--- config.mk ---
export PLATFORM = sky130hd
export DESIGN_NAME = serial_frame_source
export DESIGN_NICKNAME = d
export VERILOG_FILES = /design/src/rtl/serial_frame_pkg.sv /design/src/rtl/serial_frame_source.sv
export SDC_FILE = /design/constraint.sdc
export NUM_CORES = 1
export LEC_CHECK = 0
export CAP_MARGIN = 20
export CORE_AREA = 2 2 39 41
export CTS_BUF_LIST = sky130_fd_sc_hd__clkbuf_4 sky130_fd_sc_hd__clkbuf_8
export DETAILED_ROUTE_END_ITERATION = 10
export DIE_AREA = 0 0 41 43
export HOLD_SLACK_MARGIN = 0.08
export PLACE_DENSITY = 0.82
export SYNTH_ARGS = -nofsm -noshare
export SYNTH_HDL_FRONTEND = slang
export SYNTH_SLANG_ARGS = --single-unit
--- constraint.sdc ---
create_clock -name clk -period 5 [get_ports clk]
set_clock_uncertainty 0.15 [all_clocks]
set_input_delay 0.75 -clock clk [delete_from_list [all_inputs] [get_ports clk]]
set_output_delay 0.75 -clock clk [all_outputs]
set_load 0.02 [all_outputs]
--- src/rtl/serial_frame_pkg.sv ---
// Shared types for the serial frame source.
// Holds the FSM state encoding and the idle line level.
package serial_frame_pkg;

    typedef enum logic [1:0] {
        ST_IDLE,
        ST_SHIFT,
        ST_PAR
    } sfs_state_t;

    localparam logic IDLE_LEVEL = 1'b0;

endpackage

--- src/rtl/serial_frame_source.sv ---
// Parallel-to-serial frame source feeding the bit-serial sequence detector.
// Define SERIAL_FRAME_SOURCE_PARITY_EN to append an even-parity bit per frame.
module serial_frame_source
    import serial_frame_pkg::*;
#(
    parameter int WIDTH     = 8,
    parameter bit MSB_FIRST = 1'b1
) (
    input  logic             clk,
    input  logic             rst,
    input  logic [WIDTH-1:0] data_in,
    input  logic             load_valid,
    output logic             load_ready,
    input  logic             shift_en,
    output logic             x_out,
    output logic             x_valid,
    output logic             busy,
    output logic             frame_done
);

    localparam int CW = $clog2(WIDTH + 1);
    localparam logic [CW-1:0] LAST_CNT = CW'(WIDTH - 1);
    localparam int OUT_POS = MSB_FIRST ? WIDTH - 1 : 0;

    sfs_state_t       state_q, state_d;
    logic [WIDTH-1:0] shreg_q, shreg_d;
    logic [CW-1:0]    cnt_q, cnt_d;
    logic             valid_q, valid_d;
    logic             busy_q, busy_d;
    logic             last_data;
    logic             final_bit;
    logic             accept;

`ifdef SERIAL_FRAME_SOURCE_PARITY_EN
    logic par_q, par_d;
`endif

    // The outgoing bit is always parked at the shift-out end of shreg.
    assign x_out   = shreg_q[OUT_POS];
    assign x_valid = valid_q;
    assign busy    = busy_q;

    assign last_data = (cnt_q == LAST_CNT);

`ifdef SERIAL_FRAME_SOURCE_PARITY_EN
    assign final_bit = (state_q == ST_PAR);
`else
    assign final_bit = (state_q == ST_SHIFT) && last_data;
`endif

    assign frame_done = valid_q && shift_en && final_bit;
    assign load_ready = (state_q == ST_IDLE) || frame_done;
    assign accept     = load_valid && load_ready;

    always_comb begin
        state_d = state_q;
        shreg_d = shreg_q;
        cnt_d   = cnt_q;
        valid_d = valid_q;
        busy_d  = busy_q;
`ifdef SERIAL_FRAME_SOURCE_PARITY_EN
        par_d   = par_q;
`endif
        if (accept) begin
            state_d = ST_SHIFT;
            shreg_d = data_in;
            cnt_d   = '0;
            valid_d = 1'b1;
            busy_d  = 1'b1;
`ifdef SERIAL_FRAME_SOURCE_PARITY_EN
            par_d   = ^data_in;
`endif
        end else if (shift_en) begin
            case (state_q)
                ST_SHIFT: begin
                    if (last_data) begin
`ifdef SERIAL_FRAME_SOURCE_PARITY_EN
                        state_d          = ST_PAR;
                        shreg_d          = {WIDTH{IDLE_LEVEL}};
                        shreg_d[OUT_POS] = par_q;
`else
                        state_d = ST_IDLE;
                        shreg_d = {WIDTH{IDLE_LEVEL}};
                        cnt_d   = '0;
                        valid_d = 1'b0;
                        busy_d  = 1'b0;
`endif
                    end else begin
                        cnt_d = cnt_q + CW'(1);
                        if (MSB_FIRST)
                            shreg_d = shreg_q << 1;
                        else
                            shreg_d = shreg_q >> 1;
                    end
                end
                ST_PAR: begin
                    state_d = ST_IDLE;
                    shreg_d = {WIDTH{IDLE_LEVEL}};
                    cnt_d   = '0;
                    valid_d = 1'b0;
                    busy_d  = 1'b0;
                end
                default: ;
            endcase
        end
    end

    always_ff @(posedge clk) begin
        if (rst) begin
            state_q <= ST_IDLE;
            shreg_q <= {WIDTH{IDLE_LEVEL}};
            cnt_q   <= '0;
            valid_q <= 1'b0;
            busy_q  <= 1'b0;
        end else begin
            state_q <= state_d;
            shreg_q <= shreg_d;
            cnt_q   <= cnt_d;
            valid_q <= valid_d;
            busy_q  <= busy_d;
        end
    end

`ifdef SERIAL_FRAME_SOURCE_PARITY_EN
    always_ff @(posedge clk) begin
        if (rst)
            par_q <= 1'b0;
        else
            par_q <= par_d;
    end
`endif

endmodule

Word-level counts from Yosys, hierarchy flattened
Cells that the tools add are included. Widths: inputs -> output; s select.

$add $sub $neg: 1. Equality and inequality tests: 5. Muxes and demuxes: 14. Reduce and logical (&&, ||, !) cells: 14.

Operators by type and width (number): $mux 8 (3); $pmux 8 s2 (1); $pmux 4 s2 (1); $reduce_and 3->1 (2); $mux 1 (5); $add 4x1->4 const B (1); $eq 4x3->1 const B (1); $logic_and 1x1->1 (4); $mux 4 (1); $pmux 2 s2 (1); $reduce_and 2->1 (2); $reduce_bool 2->1 (2); $ne 3x3->1 const B (1); $reduce_bool 3->1 (1); $eq 2x1->1 const B (1); $eq 2x2->1 const B (1); $logic_not 2->1 (1); $mux 2 (1); $ne 2x2->1 const B (1); $pmux 1 s2 (1); $reduce_or 2->1 (1); $logic_or 1x1->1 (1).

Register bits after elaboration: 15. Input port bits: 12. Word-level logic and storage cells: 39.

Depth between registers and ports, before layout
Depth in word-level cells: 7. Gate-level depth with buffers: 5.

Worst setup path before layout
OpenSTA, ideal clock, no wires.

Kind: input to output. Start: in shift_en. End: out load_ready. Data arrival time: 1355 ps. Required time: 4100 ps. Setup slack: 2745 ps. Stages: 3. Path buffers: 1. Cell sequence: and4b_1 -> buf_2 -> or2b_4.

Cells in the longest elaborated chain, start to end: 3.

Ends and longest elaborated chain: from (decl) (RTL line serial_frame_source.sv:14) `input logic shift_en,`; $logic_and 1x1->1 (2 in a row) (RTL line serial_frame_source.sv:51) `assign frame_done = valid_q && shift_en && final_bit;`; $logic_or 1x1->1 (RTL line serial_frame_source.sv:52) `assign load_ready = (state_q == ST_IDLE) || frame_done;`; to (decl) (RTL line serial_frame_source.sv:13) `output logic load_ready,`.

No other way between the ends.

Worst setup path in the final report
Ends and elaborated chain as after synthesis.

==> flow_metrics.py <==
metrics = {
    "status": {
        "outcome": "finished clean",
    },
    "critical_path": {
        "critPathMaxStageDelay_ps": 600,
        "path_common_cell": "clkdlybuf4s50_1",
        "critical-path-top-delay-family": "buffers and inverters",
        "crit_buf_inv": 2,
        "worstSetupEndpointType": "primary output",
        "path_cells": "clkdlybuf4s50_1 -> and4b_1 -> or2b_4 -> clkdlybuf4s50_1",
        "required_ps": 4100,
        "r2r_slack_ps": 3210,
        "cp-start-kind": "input pin",
        "crit_arrival_ps": 2520,
        "path_class": "input pin to primary output",
        "cp_slowest_cell": "clkdlybuf4s50_1",
        "critical_path.max_fanout": 9,
    },
    "layout": {
        "fin_area_um2": 851,
        "ff_latch_area_um2": 260,
        "area_growth_pct": 26.6,
        "multi_input_comb_area_um2": 373,
        "diodes": 0,
        "nets": 102,
        "drive_gt1_share_pct": 13.6,
        "nFillCells": 129,
        "utilization_pct": 61.5,
    },
    "detailed_routing": {
        "wirelength_mm": 1.52,
        "viasPerCell": 6.12,
        "postRouteAntennaNets": 0,
        "wl_per_cell_um": 14.6,
        "firstDrtPassIters": 5,
        "vias": 636,
        "drc": 0,
        "first_iter_violations": 16,
    },
    "sta": {
        "holdWs_ps": 347,
        "slew_viol_final": 0,
        "setup_tns_ps": 0,
        "period_share_pct": 68.4,
        "max_freq_mhz": 292,
        "finalHoldViolations": 0,
        "rsz0062_at_grt": "no",
        "relSlewSlack_pct": 65.6,
        "setup_viol": 0,
        "worstMarginPinSlew_ps": 515,
        "period_minus_slack_ps": 3420,
    },
    "clocking": {
        "cts_resized": 0,
        "clock_latency_ps": 270,
        "cts_setup_buffers": 0,
        "cts_sinks": 13,
        "cts_max_level": 1,
        "clkTransAtPathRegs_ps": 80,
        "postCtsHoldBufs": 0,
        "cts_buffer_depth": 2,
        "cts-root-buf": "clkbuf_4",
        "cts_tree": "built",
        "cts_made_buffers": 3,
    },
    "power": {
        "clkPwrFrac_pct": 31.2,
        "p_sw_share_pct": 26.6,
        "seq_power_share_pct": 50.3,
        "power_uw": 228,
        "p_per_area_nw_per_um2": 268,
        "switchingPower_uw": 60.7,
        "pwr-share-comb_pct": 18.5,
        "p_leak_uw": 0.000286,
        "ir_worst_vdd_uv": 171,
        "intPower_uw": 168,
    },
    "grt": {
        "grt_max_degree": 15,
        "grt_pass1_vias": 556,
        "met3_usage_pct": 5.76,
        "antenna_found_initial": 0,
        "use_met2_pct": 27.2,
        "grt_pass1_wl_mm": 2.59,
        "grt_usage_pct": 21.9,
        "met1_usage_pct": 32.4,
        "overflow": 0,
        "grt_busiest_layer": "met1",
    },
    "synthesis": {
        "avgSynthCellArea_um2": 9.08,
        "yosys_warnings": 0,
        "synth_top_cell_area_share_pct": 38.7,
        "netlist_instances": 74,
        "ys.flop_type": "dfxtp_1",
        "syn-cell-area_um2": 672,
        "seq_area_frac_synth_pct": 38.7,
        "ys_types": 24,
        "synth.area.top_cells": "dfxtp_1, a311oi_1, nand3_1, o211ai_1, a221oi_2",
        "synth-seq-cells": 13,
        "syn_nets": 87,
        "yosys.area.top_type": "dfxtp_1",
        "synth_edf_count": 0,
        "async_reset_ff_share_pct": 0,
        "synth_common_cells": "dfxtp_1, nand3_1, nor2_1, o211ai_1, a311oi_1",
        "synth_most_common_cell": "dfxtp_1",
    },
    "floorplanning": {
        "die_h_um": 43,
        "ioPinCount": 17,
        "initial_utilization_pct": 48.6,
        "fp.dieW_um": 41,
        "rows": 14,
        "dieArea_um2": 1760,
        "core_um2": 1380,
    },
    "place": {
        "place_congestion": 0.830,
        "placement.io_buffers": 16,
        "place_area_um2": 821,
        "dpl.hpwl_mm": 1.02,
    },
    "min_path": {
        "hp-class": "flip-flop to flip-flop",
    },
    "job": {
        "max_cap_violations": 0,
    },
}
registers in the layout (all words and copies together) (netlist names):
signal	count
shreg_q	8
cnt_q	4
state_q	1
stage by stage:
step,worst slack [ps],std cells
floorplan,2740,74
global placement,1610,100
detailed placement,1580,100
CTS,1570,104
global route,1500,104
finish,1580,104
power groups by stage:
stage | Clock (uW) | Combinational (uW) | Sequential, uW
after floorplan | 0 | 23.9 | 118
after global placement | 0 | 40.9 | 117
after detailed placement | 0 | 41.3 | 117
after CTS | 73.4 | 41.9 | 115
after global routing | 78.4 | 46.2 | 116
final | 71.2 | 42.2 | 115
area by class of cell:
type                       count  area share [%]
sequential                    13            30.6
inverter                       2           0.882
multi-input combinational     53            43.8
tap                           16            2.35
clock buffer                   4            3.53
timing repair buffer          16            18.8
logic make-up (layout without fill, tap and decap cells):
| logic type | Yosys count | count (layout) | synth area share (%) |
|---|---|---|---|
| AOI/OAI and AO/OA | 22 | 22 | 26.6 |
| xor gates and xnor gates | 1 | 1 | 1.30 |
| adders and majority gates | 1 | 1 | 1.86 |
| buffers and inverters | 8 | 22 | 5.77 |
| DFF | 13 | 13 | 38.7 |
| muxes | 1 | 1 | 1.68 |
| and+or+nand+nor | 28 | 28 | 24.0 |
layer usage:
layer	vias to the layer above	part of all wire (%)
met3	4	8.3
met1	290	45
met2	28	45
met5	-	0
met4	0	1.6
li1	314	-
worst paths after layout:
check | end | from | depth (start not counted)
worst max-delay path | load_ready | shift_en | 4
worst min-delay path | shreg_q[0]$_SDFFE_PP0P_ | shreg_q[0]$_SDFFE_PP0P_ | 2
worst max register to register | cnt_q[3]$_SDFFE_PP0P_ | cnt_q[0]$_SDFFE_PP0P_ | 4
worst min register to register | shreg_q[0]$_SDFFE_PP0P_ | shreg_q[0]$_SDFFE_PP0P_ | 2
worst min-delay path, cell delays in order (launching register included):
cell	delay (ps)
dfxtp_1	320
nand3_1	70
a21oi_1	70
cells in the final DEF (no fill, tap or decap), types with 2 or more instances in the layout:
cell and n:
clkbuf_4 4, a311oi_1 7, a21oi_1 3, o211ai_1 8, nand3_1 12, inv_1 2
nor2_1 8, clkdlybuf4s50_1 16, a221oi_2 2, dfxtp_1 13
Power figures use the tool's default switching activity.
